**src/rtl/otter_io_pkg.sv**
```systemverilog
// Shared definitions for OTTER IOBUS peripherals: timer register offsets,
// CTRL field layout and CTRL pack/unpack helpers.
package otter_io_pkg;

    localparam int unsigned BUS_W = 32;
    localparam int unsigned PRE_W = 8;

    // Register select values taken from IOBUS_ADDR[3:2]
    localparam logic [1:0] TMR_CTRL  = 2'd0;
    localparam logic [1:0] TMR_COUNT = 2'd1;
    localparam logic [1:0] TMR_CMP   = 2'd2;
    localparam logic [1:0] TMR_STAT  = 2'd3;

    localparam int unsigned CTRL_EN_BIT     = 0;
    localparam int unsigned CTRL_AUTO_BIT   = 1;
    localparam int unsigned CTRL_IRQEN_BIT  = 2;
    localparam int unsigned CTRL_PRE_LSB    = 8;
    localparam int unsigned CTRL_PRE_MSB    = 15;
    localparam int unsigned STAT_PEND_BIT   = 0;

    typedef struct packed {
        logic [PRE_W-1:0] prescale;
        logic             irq_en;
        logic             auto_reload;
        logic             en;
    } tmr_ctrl_t;

    function automatic tmr_ctrl_t word_to_ctrl(input logic [BUS_W-1:0] w);
        tmr_ctrl_t c;
        c.prescale    = w[CTRL_PRE_MSB:CTRL_PRE_LSB];
        c.irq_en      = w[CTRL_IRQEN_BIT];
        c.auto_reload = w[CTRL_AUTO_BIT];
        c.en          = w[CTRL_EN_BIT];
        return c;
    endfunction

    // Unused CTRL bits read back as 0
    function automatic logic [BUS_W-1:0] ctrl_to_word(input tmr_ctrl_t c);
        logic [BUS_W-1:0] w;
        w = '0;
        w[CTRL_PRE_MSB:CTRL_PRE_LSB] = c.prescale;
        w[CTRL_IRQEN_BIT]            = c.irq_en;
        w[CTRL_AUTO_BIT]             = c.auto_reload;
        w[CTRL_EN_BIT]               = c.en;
        return w;
    endfunction

endpackage

```
**src/rtl/otter_io_timer_if.sv**
```systemverilog
// OTTER IOBUS connection between the CPU (master) and an IO peripheral (slave).
interface otter_io_timer_if;
    import otter_io_pkg::*;

    logic [BUS_W-1:0] IOBUS_ADDR;
    logic [BUS_W-1:0] IOBUS_OUT;
    logic             IOBUS_WR;
    logic [BUS_W-1:0] IOBUS_IN;

    modport master (
        output IOBUS_ADDR,
        output IOBUS_OUT,
        output IOBUS_WR,
        input  IOBUS_IN
    );

    modport slave (
        input  IOBUS_ADDR,
        input  IOBUS_OUT,
        input  IOBUS_WR,
        output IOBUS_IN
    );

endinterface

```
**src/rtl/otter_io_prescaler.sv**
```systemverilog
// Free-running prescaler: counts 0..limit while enabled and flags a tick on
// the cycle it sits at limit; held at 0 when disabled, cleared, or in reset.
module otter_io_prescaler
    import otter_io_pkg::*;
(
    input  logic             CLK,
    input  logic             RESET,
    input  logic             en,
    input  logic             clr,
    input  logic [PRE_W-1:0] limit,
    output logic             tick
);

    logic [PRE_W-1:0] pre_q;
    logic [PRE_W-1:0] pre_d;
    logic             at_lim;

    assign at_lim = (pre_q == limit);
    // Tick is suppressed during reset so no counter update leaks through
    assign tick   = en & ~RESET & at_lim;

    always_comb begin
        pre_d = pre_q;
        if (clr || !en || at_lim) begin
            pre_d = '0;
        end else begin
            pre_d = pre_q + PRE_W'(1);
        end
    end

    always_ff @(posedge CLK) begin
        if (RESET) begin
            pre_q <= '0;
        end else begin
            pre_q <= pre_d;
        end
    end

endmodule

```
**src/rtl/otter_io_timer.sv**
```systemverilog
// Memory-mapped interval timer on the OTTER IOBUS: CTRL/COUNT/COMPARE/STATUS
// registers, prescaled counting, compare-match level interrupt.
module otter_io_timer
    import otter_io_pkg::*;
#(
    parameter logic [BUS_W-1:0] BASE_ADDR = 32'h1100_0100,
    parameter int unsigned      CNT_W     = 32
) (
    input  logic              CLK,
    input  logic              RESET,
    otter_io_timer_if.slave   bus,
    output logic              INTR
);

    tmr_ctrl_t        ctrl_q,  ctrl_d;
    logic [CNT_W-1:0] count_q, count_d;
    logic [CNT_W-1:0] cmp_q,   cmp_d;
    logic             pend_q,  pend_d;

    logic             hit;
    logic [1:0]       sel;
    logic             wr_hit;
    logic             wr_ctrl;
    logic             wr_count;
    logic             wr_cmp;
    logic             wr_stat;
    logic             tick;
    logic             match;
    logic [CNT_W-1:0] wdata;
    logic [BUS_W-1:0] rdata;
    logic             unused_addr_lsbs;

    // Address decode; byte-lane bits are ignored, all accesses are full-word
    assign hit      = (bus.IOBUS_ADDR[BUS_W-1:4] == BASE_ADDR[BUS_W-1:4]);
    assign sel      = bus.IOBUS_ADDR[3:2];
    assign wr_hit   = bus.IOBUS_WR & hit;
    assign wr_ctrl  = wr_hit & (sel == TMR_CTRL);
    assign wr_count = wr_hit & (sel == TMR_COUNT);
    assign wr_cmp   = wr_hit & (sel == TMR_CMP);
    assign wr_stat  = wr_hit & (sel == TMR_STAT);
    assign wdata    = bus.IOBUS_OUT[CNT_W-1:0];
    assign match    = (count_q == cmp_q);

    assign unused_addr_lsbs = ^bus.IOBUS_ADDR[1:0];

    otter_io_prescaler u_prescaler (
        .CLK   (CLK),
        .RESET (RESET),
        .en    (ctrl_q.en),
        .clr   (wr_ctrl),
        .limit (ctrl_q.prescale),
        .tick  (tick)
    );

    // Next state; statement order encodes priority (later assignment wins)
    always_comb begin
        ctrl_d  = ctrl_q;
        count_d = count_q;
        cmp_d   = cmp_q;
        pend_d  = pend_q;

        if (wr_stat && bus.IOBUS_OUT[STAT_PEND_BIT]) begin
            pend_d = 1'b0;
        end

        if (tick && !wr_count) begin
            if (match) begin
                pend_d = 1'b1;
                if (ctrl_q.auto_reload) begin
                    count_d = '0;
                end else begin
                    ctrl_d.en = 1'b0;
                end
            end else begin
                count_d = count_q + CNT_W'(1);
            end
        end

        if (wr_count) begin
            count_d = wdata;
        end
        if (wr_cmp) begin
            cmp_d = wdata;
        end
        if (wr_ctrl) begin
            ctrl_d = word_to_ctrl(bus.IOBUS_OUT);
        end
    end

    always_ff @(posedge CLK) begin
        if (RESET) begin
            ctrl_q  <= '0;
            count_q <= '0;
            cmp_q   <= '0;
            pend_q  <= 1'b0;
        end else begin
            ctrl_q  <= ctrl_d;
            count_q <= count_d;
            cmp_q   <= cmp_d;
            pend_q  <= pend_d;
        end
    end

    // Zero-latency read mux; the CPU memory stage samples in the same cycle
    always_comb begin
        rdata = '0;
        if (hit) begin
            case (sel)
                TMR_CTRL:  rdata = ctrl_to_word(ctrl_q);
                TMR_COUNT: rdata = BUS_W'(count_q);
                TMR_CMP:   rdata = BUS_W'(cmp_q);
                TMR_STAT:  rdata = BUS_W'(pend_q);
                default:   rdata = '0;
            endcase
        end
    end

    assign bus.IOBUS_IN = rdata;
    assign INTR         = pend_q & ctrl_q.irq_en;

endmodule

```
**src/flat_wrapper.sv**
```systemverilog
// flat-port wrapper written by rule: the top's interface ports become plain ports
module otter_io_timer_flat import otter_io_pkg::*;
#(
    parameter logic [BUS_W-1:0] BASE_ADDR = 32'h1100_0100,
    parameter int unsigned      CNT_W     = 32
)
  (CLK, RESET, INTR, bus_IOBUS_ADDR, bus_IOBUS_OUT, bus_IOBUS_WR, bus_IOBUS_IN);
  otter_io_timer_if bus_i ();
  input  logic CLK;
  input  logic RESET;
  output logic INTR;
  input wire logic [$bits(bus_i.IOBUS_ADDR)-1:0] bus_IOBUS_ADDR;
  input wire logic [$bits(bus_i.IOBUS_OUT)-1:0] bus_IOBUS_OUT;
  input wire logic [$bits(bus_i.IOBUS_WR)-1:0] bus_IOBUS_WR;
  output wire logic [$bits(bus_i.IOBUS_IN)-1:0] bus_IOBUS_IN;
  assign bus_i.IOBUS_ADDR = bus_IOBUS_ADDR;
  assign bus_i.IOBUS_OUT = bus_IOBUS_OUT;
  assign bus_i.IOBUS_WR = bus_IOBUS_WR;
  assign bus_IOBUS_IN = bus_i.IOBUS_IN;
  otter_io_timer #(.BASE_ADDR(BASE_ADDR), .CNT_W(CNT_W)) u_core (.CLK(CLK), .RESET(RESET), .bus(bus_i), .INTR(INTR));
endmodule
```
**config.mk**
```make
export PLATFORM = sky130hd
export DESIGN_NAME = otter_io_timer_flat
export DESIGN_NICKNAME = d
export VERILOG_FILES = /design/src/rtl/otter_io_pkg.sv /design/src/rtl/otter_io_timer_if.sv /design/src/rtl/otter_io_prescaler.sv /design/src/rtl/otter_io_timer.sv /design/src/flat_wrapper.sv
export SDC_FILE = /design/constraint.sdc
export NUM_CORES = 1
export LEC_CHECK = 0
export ABC_CLOCK_PERIOD_IN_PS = 3650
export BUFFER_PORTS_ARGS = -buffer_cell sky130_fd_sc_hd__buf_2
export CELL_PAD_IN_SITES_DETAIL_PLACEMENT = 0
export CELL_PAD_IN_SITES_GLOBAL_PLACEMENT = 2
export CORE_ASPECT_RATIO = 1.5
export CORE_MARGIN = 2
export CORE_UTILIZATION = 33
export CTS_BUF_LIST = sky130_fd_sc_hd__clkbuf_4 sky130_fd_sc_hd__clkbuf_8
export DETAILED_ROUTE_END_ITERATION = 12
export GPL_TIMING_DRIVEN = 0
export HOLD_SLACK_MARGIN = 0.03
export PLACE_DENSITY = 0.8
export SLEW_MARGIN = 20
export SYNTH_ARGS = -nofsm -noshare
export SYNTH_HDL_FRONTEND = slang
export SYNTH_HIERARCHICAL = 1
export SYNTH_SLANG_ARGS = --single-unit
```
**constraint.sdc**
```tcl
create_clock -name CLK -period 3.65 [get_ports CLK]
set_clock_uncertainty 0.2 [all_clocks]
set_input_delay 0 -clock CLK [delete_from_list [all_inputs] [get_ports CLK]]
set_output_delay 0 -clock CLK [all_outputs]
set_load 0.01 [all_outputs]
```
==> impl_metrics.ini, run 1 <==
[hold_path]
min_from = bus_IOBUS_ADDR[22]
worstHoldPathType = primary input to flip-flop

[global_routing]
use_met1_pct = 31.5
overflow = 0
use_met3_pct = 3.60
grt_pass1_vias = 5979
use_met2_pct = 49.8
grt_max_degree = 14
antenna_found_initial = 0
grt.busiest_layer = met2
grt_first_pass_wirelength_um = 36100
grtUsageTotal_pct = 27.5

[timing]
slew_viol_final = 0
timing.final.crit_share_pct = 93.4
finalSetupTns_ps = 0
worst_slew_pin_slew_ps = 897
fmax_mhz = 293
maxSlewHeadroom_pct = 40.2
rsz0062_at_grt = no
hold_viol = 0
hold-worst-slack_ps = 61.8
finalSetupViolations = 0
fin_crit_ps = 3410

[cells_and_area]
final_cell_mix = buf_2 (116), nand2_1 (114), dfxtp_1 (84)
area_growth_pct = 23.9
nets = 926
layout_commonest_cell = buf_2
fill_cells = 1781
drive_above_1_share_pct = 21.5
diodes = 0
post-route-util_pct = 42.1
postLayoutCellArea_mm2 = 0.00684

[drt]
post_drt_wl_per_cell_um = 22.5
via_per_inst = 5.74
vias = 6135
routed_wl_um = 24000
drc_errors = 0
drt_iter0_drc = 413
ant_nets = 0
dr.pass1.iters = 5

[cts]
clockBufferDepth = 2
clk_pin_slew_ps = 90
cts_setup_buffers = 0
cts_buffers = 9
clock_sinks = 84
clk_latency_ps = 380
h-tree-depth = 3
clockRootBuffer = clkbuf_8
cts_tree = built

[synthesis]
synth.top_cell.area_share_pct = 30.5
synth.top_cells.by_area = dfxtp_1 (30%), nand2_1 (7.8%), a21oi_1 (7.3%)
syn_area_mm2 = 0.00552
synth_edf_count = 0
synthDistinctLibCells = 74
syn_avg_cell_area_um2 = 7.74
synth_cells = 713
yosysSeqAreaShare_pct = 30.5
synth-seq-cells = 84
synthArstFlopShare_pct = 0
synth_warnings = 6
synth-main-ff-cell = dfxtp_1
syn-num-nets = 782
synth.largest_area_cell = dfxtp_1

[placed_design]
detailed_place_hpwl_um = 18000
gp_congestion = 0.920
postPlaceCellArea_mm2 = 0.00626
numPortBuffers = 96

[critical_path]
regToRegStartpoint = u_core/u_prescaler/pre_q[2]$_SDFF_PP0_
crit_path_start = u_core/u_prescaler/pre_q[2]$_SDFF_PP0_
path_class = flip-flop to flip-flop
critPathCaptureType = flip-flop
critPathRequiredTime_ps = 3690
worstSetupStartpointType = flip-flop
cp_max_fo = 10
crit_arrival_ps = 3450

[pwr]
power.leakage_nw = 2.71
power_frac_seq_pct = 51.3
p_switching_mw = 0.457
finalPower_mw = 1.79
peakVddDrop_mv = 0.146
p_comb_share_pct = 8.0
power.density_mw_per_mm2 = 261
internal_power_mw = 1.33
power_switching_share_pct = 25.6
p_clk_share_pct = 40.8

[floorplanning]
rows = 57
die_width_um = 110
die_h_um = 162
core_mm2 = 0.0163
ioPinCount = 100
start_util_pct = 33.9
die_area_mm2 = 0.0178

[outcome]
outcome = completed

[run]
drv_cap = 0
-- power groups by stage --
stage	combinational (mW)	clock [mW]	sequential [mW]
final	0.142	0.728	0.915
after floorplan	0.0379	0	0.937
after detailed placement	0.113	0	0.937
after CTS	0.142	0.741	0.915
after global routing	0.151	0.772	0.916
after global placement	0.112	0	0.937
-- flip-flops by register name, indices dropped and copies added (netlist names) --
register                  cells
u_core/count_q               32
u_core/cmp_q                 32
u_core/pend_q                 1
u_core/ctrl_q                11
u_core/u_prescaler/pre_q      8
-- worst paths after layout --
path	to	cells past startpoint	slack, ps
setup reg to reg	u_core/count_q[9]$_SDFFE_PP0P_	8	240
setup / recovery	u_core/count_q[9]$_SDFFE_PP0P_	8	240
hold / removal	u_core/count_q[28]$_SDFFE_PP0P_	6	60
hold reg to reg	u_core/cmp_q[28]$_SDFFE_PP0P_	2	290
-- cell type report --
type | instances | area, um2 | share of cell area (%)
clock inverters | 4 | 48.8 | 0.714
plain buffers | 59 | 307 | 4.48
flip-flops and latches | 84 | 1680 | 24.6
repair buffers | 134 | 861 | 12.6
inverters | 8 | 30.0 | 0.439
well taps | 206 | 258 | 3.77
clock buffers | 12 | 153 | 2.23
multi-input cells | 561 | 3500 | 51.2
-- layer usage --
metal,up-vias,wire (um)
li1,2897,-
met1,2974,9500
met2,208,12600
met3,56,975
met4,0,930
met5,-,0
-- synthesized netlist by cell type (7+ instances only) --
| cell type | number |
|---|---|
| nand4_1 | 16 |
| o31ai_1 | 9 |
| nor3_1 | 9 |
| and4_1 | 12 |
| clkbuf_1 | 28 |
| xor2_1 | 42 |
| nand2_1 | 114 |
| nor4_2 | 11 |
| and3_1 | 9 |
| a21oi_1 | 81 |
| nand3_1 | 19 |
| o21ai_0 | 26 |
| nor4_1 | 7 |
| inv_1 | 7 |
| o22ai_1 | 12 |
| a211oi_1 | 9 |
| dfxtp_1 | 84 |
| nor2_1 | 64 |
| buf_2 | 20 |
| a22oi_1 | 21 |
| mux2i_1 | 10 |
-- worst max-delay path: stages (launching register included) --
cell      delay, ps
dfxtp_1         470
xor2_1          140
nor4_4          560
and4b_2         520
inv_1           270
buf_2           300
clkbuf_1        360
o31ai_1         340
a211oi_1        100
-- repair_timing --
item | CTS | global route
endpoints found under the setup margin | 5 | 5
endpoints found under the hold margin | 76 | 0
resized for setup | 1 | 1
hold buffers | 38 | 0
-- stage by stage --
stage | setup slack, ps | instances
2_1_floorplan | 967 | 713
3_3_place_gp | -89.4 | 1015
3_5_place_dp | -92.5 | 1015
4_1_cts | 73.0 | 1068
5_1_grt | 112 | 1068
6_report | 241 | 1068
-- cell families after synthesis --
family | Yosys count | synth area share [%]
AOI/OAI and AO/OA | 200 | 23.3
xor gates and xnor gates | 43 | 6.83
adders and majority gates | 2 | 0.453
buffers and inverters | 68 | 6.17
DFF | 84 | 30.5
muxes | 17 | 3.45
and+or+nand+nor | 299 | 29.3
(Power assumes the default switching activity.)
==> run 2: changes to the inputs <==
PLACE_DENSITY = not set   (was 0.8)
PLACE_DENSITY_LB_ADDON = 0.1   (was not set)
==> run 2 against run 1 <==
Core utilization is 0.36 points higher. Sequential share of layout area is 0.21 points lower. Clock power is 17% higher. Worst setup slack worse by 38 ps. First-iteration DRC count is 35% higher. Non-clock buffer count is 2 higher. Sequential cell count stayed put. Via count is 1.1% lower. Count of clock-buffer cells in the layout is 2 lower. Critical path depth stayed put. Largest cell class unchanged.
==> impl_metrics.ini, run 2 (synthesized netlist as in run 1, its figures left out) <==
[timing]
hold-worst-slack_ps = 48.4
rsz0062_at_grt = no
slew_viol_final = 0
fmax_mhz = 290
fin_crit_ps = 3450
worst_slew_pin_slew_ps = 845
maxSlewHeadroom_pct = 43.7
timing.final.crit_share_pct = 94.4
hold_viol = 0
finalSetupViolations = 0

[pwr]
power.density_mw_per_mm2 = 277
power.leakage_nw = 2.73
peakVddDrop_mv = 0.157

[floorplanning]
die_h_um = 162
ioPinCount = 100
start_util_pct = 33.9
die_width_um = 110
core_mm2 = 0.0163
die_area_mm2 = 0.0178
rows = 57

[critical_path]
critPathRequiredTime_ps = 3690
cp_num_buf_inv = 3
critPathTopFamily = simple AND/OR/NAND/NOR gates
crit_arrival_ps = 3480
path_class = flip-flop to flip-flop
worstPathCellList = xor2_1 -> nor4_4 -> and4b_2 -> inv_1 -> buf_2 -> clkbuf_1 -> o31ai_1 -> o22ai_1
max_stage_delay_ps = 570
worstSetupStartpointType = flip-flop
critPathCaptureType = flip-flop
cp_max_fo = 10
critPathSlowestCell = nor4_4

[cells_and_area]
area_growth_pct = 25.0
top_regs = u_core/cmp_q x32, u_core/count_q x32, u_core/ctrl_q x11
drive_above_1_share_pct = 21.3
layout_commonest_cell = buf_2
fill_cells = 1740
final_cell_mix = buf_2 (116), nand2_1 (114), dfxtp_1 (84)
postLayoutCellArea_mm2 = 0.00690
multi_input_area_mm2 = 0.00350
regArea_mm2 = 0.00168
stdcell_count = 1070
post-route-util_pct = 42.4
diodes = 0
nets = 928

[cts]
clk_latency_ps = 390
clock_sinks = 84
cts_tree = built
clockBufferDepth = 2
h-tree-depth = 3
clk_pin_slew_ps = 100
cts_buffers = 9
clockRootBuffer = clkbuf_8

[global_routing]
grt_max_degree = 15
antenna_found_initial = 0
overflow = 0
grt_pass1_vias = 6008
grtUsageTotal_pct = 27.9
grt_first_pass_wirelength_um = 36300

[hold_path]
worstHoldPathType = primary input to flip-flop

[drt]
routed_wl_um = 24300
drt_iter0_drc = 557
dr.pass1.iters = 5
post_drt_wl_per_cell_um = 22.7
drc_errors = 0
via_per_inst = 5.67
vias = 6067
ant_nets = 0

[placed_design]
placed_cells = 1015
numPortBuffers = 96
postPlaceCellArea_mm2 = 0.00626
gp_congestion = 0.914
detailed_place_hpwl_um = 18200

[outcome]
outcome = completed

[run]
drv_cap = 0
run 2: routing by layer:
layer,global-route usage (%),wire [um],part of all wire [%],up-vias
met5,0,0,0,-
met4,10.6,728,3.0,0
met3,3.52,948,3.9,40
met2,50.3,12900,53,193
met1,32.8,9720,40,2937
li1,-,-,-,2897
run 2: repair_timing:
item	in CTS	in global routing
gates resized for setup	1	0
setup endpoints to repair	15	0
hold buffers	40	0
hold endpoints to repair	76	0
buffers inserted	0	0
run 2: per-stage QoR:
stage / total power [mW] / TNS, ps / setup WS, ps
after floorplan: 0.975 / 0 / 967
after global placement: 1.05 / -956 / -173
after detailed placement: 1.05 / -886 / -171
after CTS: 1.93 / 0 / 216
after global routing: 1.97 / 0 / 24.1
final: 1.91 / 0 / 203
run 2: report_power, final:
group | switching, mW | internal [mW] | total [mW]
combinational | 0.0786 | 0.0622 | 0.141
sequential | 0.00000000148 | 0.916 | 0.916
clock | 0.390 | 0.464 | 0.854
total | 0.469 | 1.44 | 1.91
run 2: final cells by class:
type                    count  share of cell area, %
multi-input cells         561                   50.7
flip-flops and latches     84                   24.4
repair buffers            136                   12.8
plain buffers              59                   4.44
well taps                 206                   3.74
clock buffers              10                   1.90
clock inverters             6                   1.61
inverters                   8                  0.435
run 2: final timing paths:
path	cells past startpoint	startpoint	slack [ps]	endpoint
max	8	u_core/u_prescaler/pre_q[3]$_SDFF_PP0_	200	u_core/count_q[23]$_SDFFE_PP0P_
max reg2reg	8	u_core/u_prescaler/pre_q[3]$_SDFF_PP0_	200	u_core/count_q[23]$_SDFFE_PP0P_
min	6	bus_IOBUS_ADDR[22]	50	u_core/count_q[28]$_SDFFE_PP0P_
min reg2reg	2	u_core/ctrl_q[2]$_SDFFE_PP0P_	280	u_core/ctrl_q[2]$_SDFFE_PP0P_
run 2: tightest hold or removal path: stages:
cell and delay [ps]:
buf_2 80, nor4_1 40, nand2_1 110, or4_4 170, o22ai_1 70, a31oi_1 120
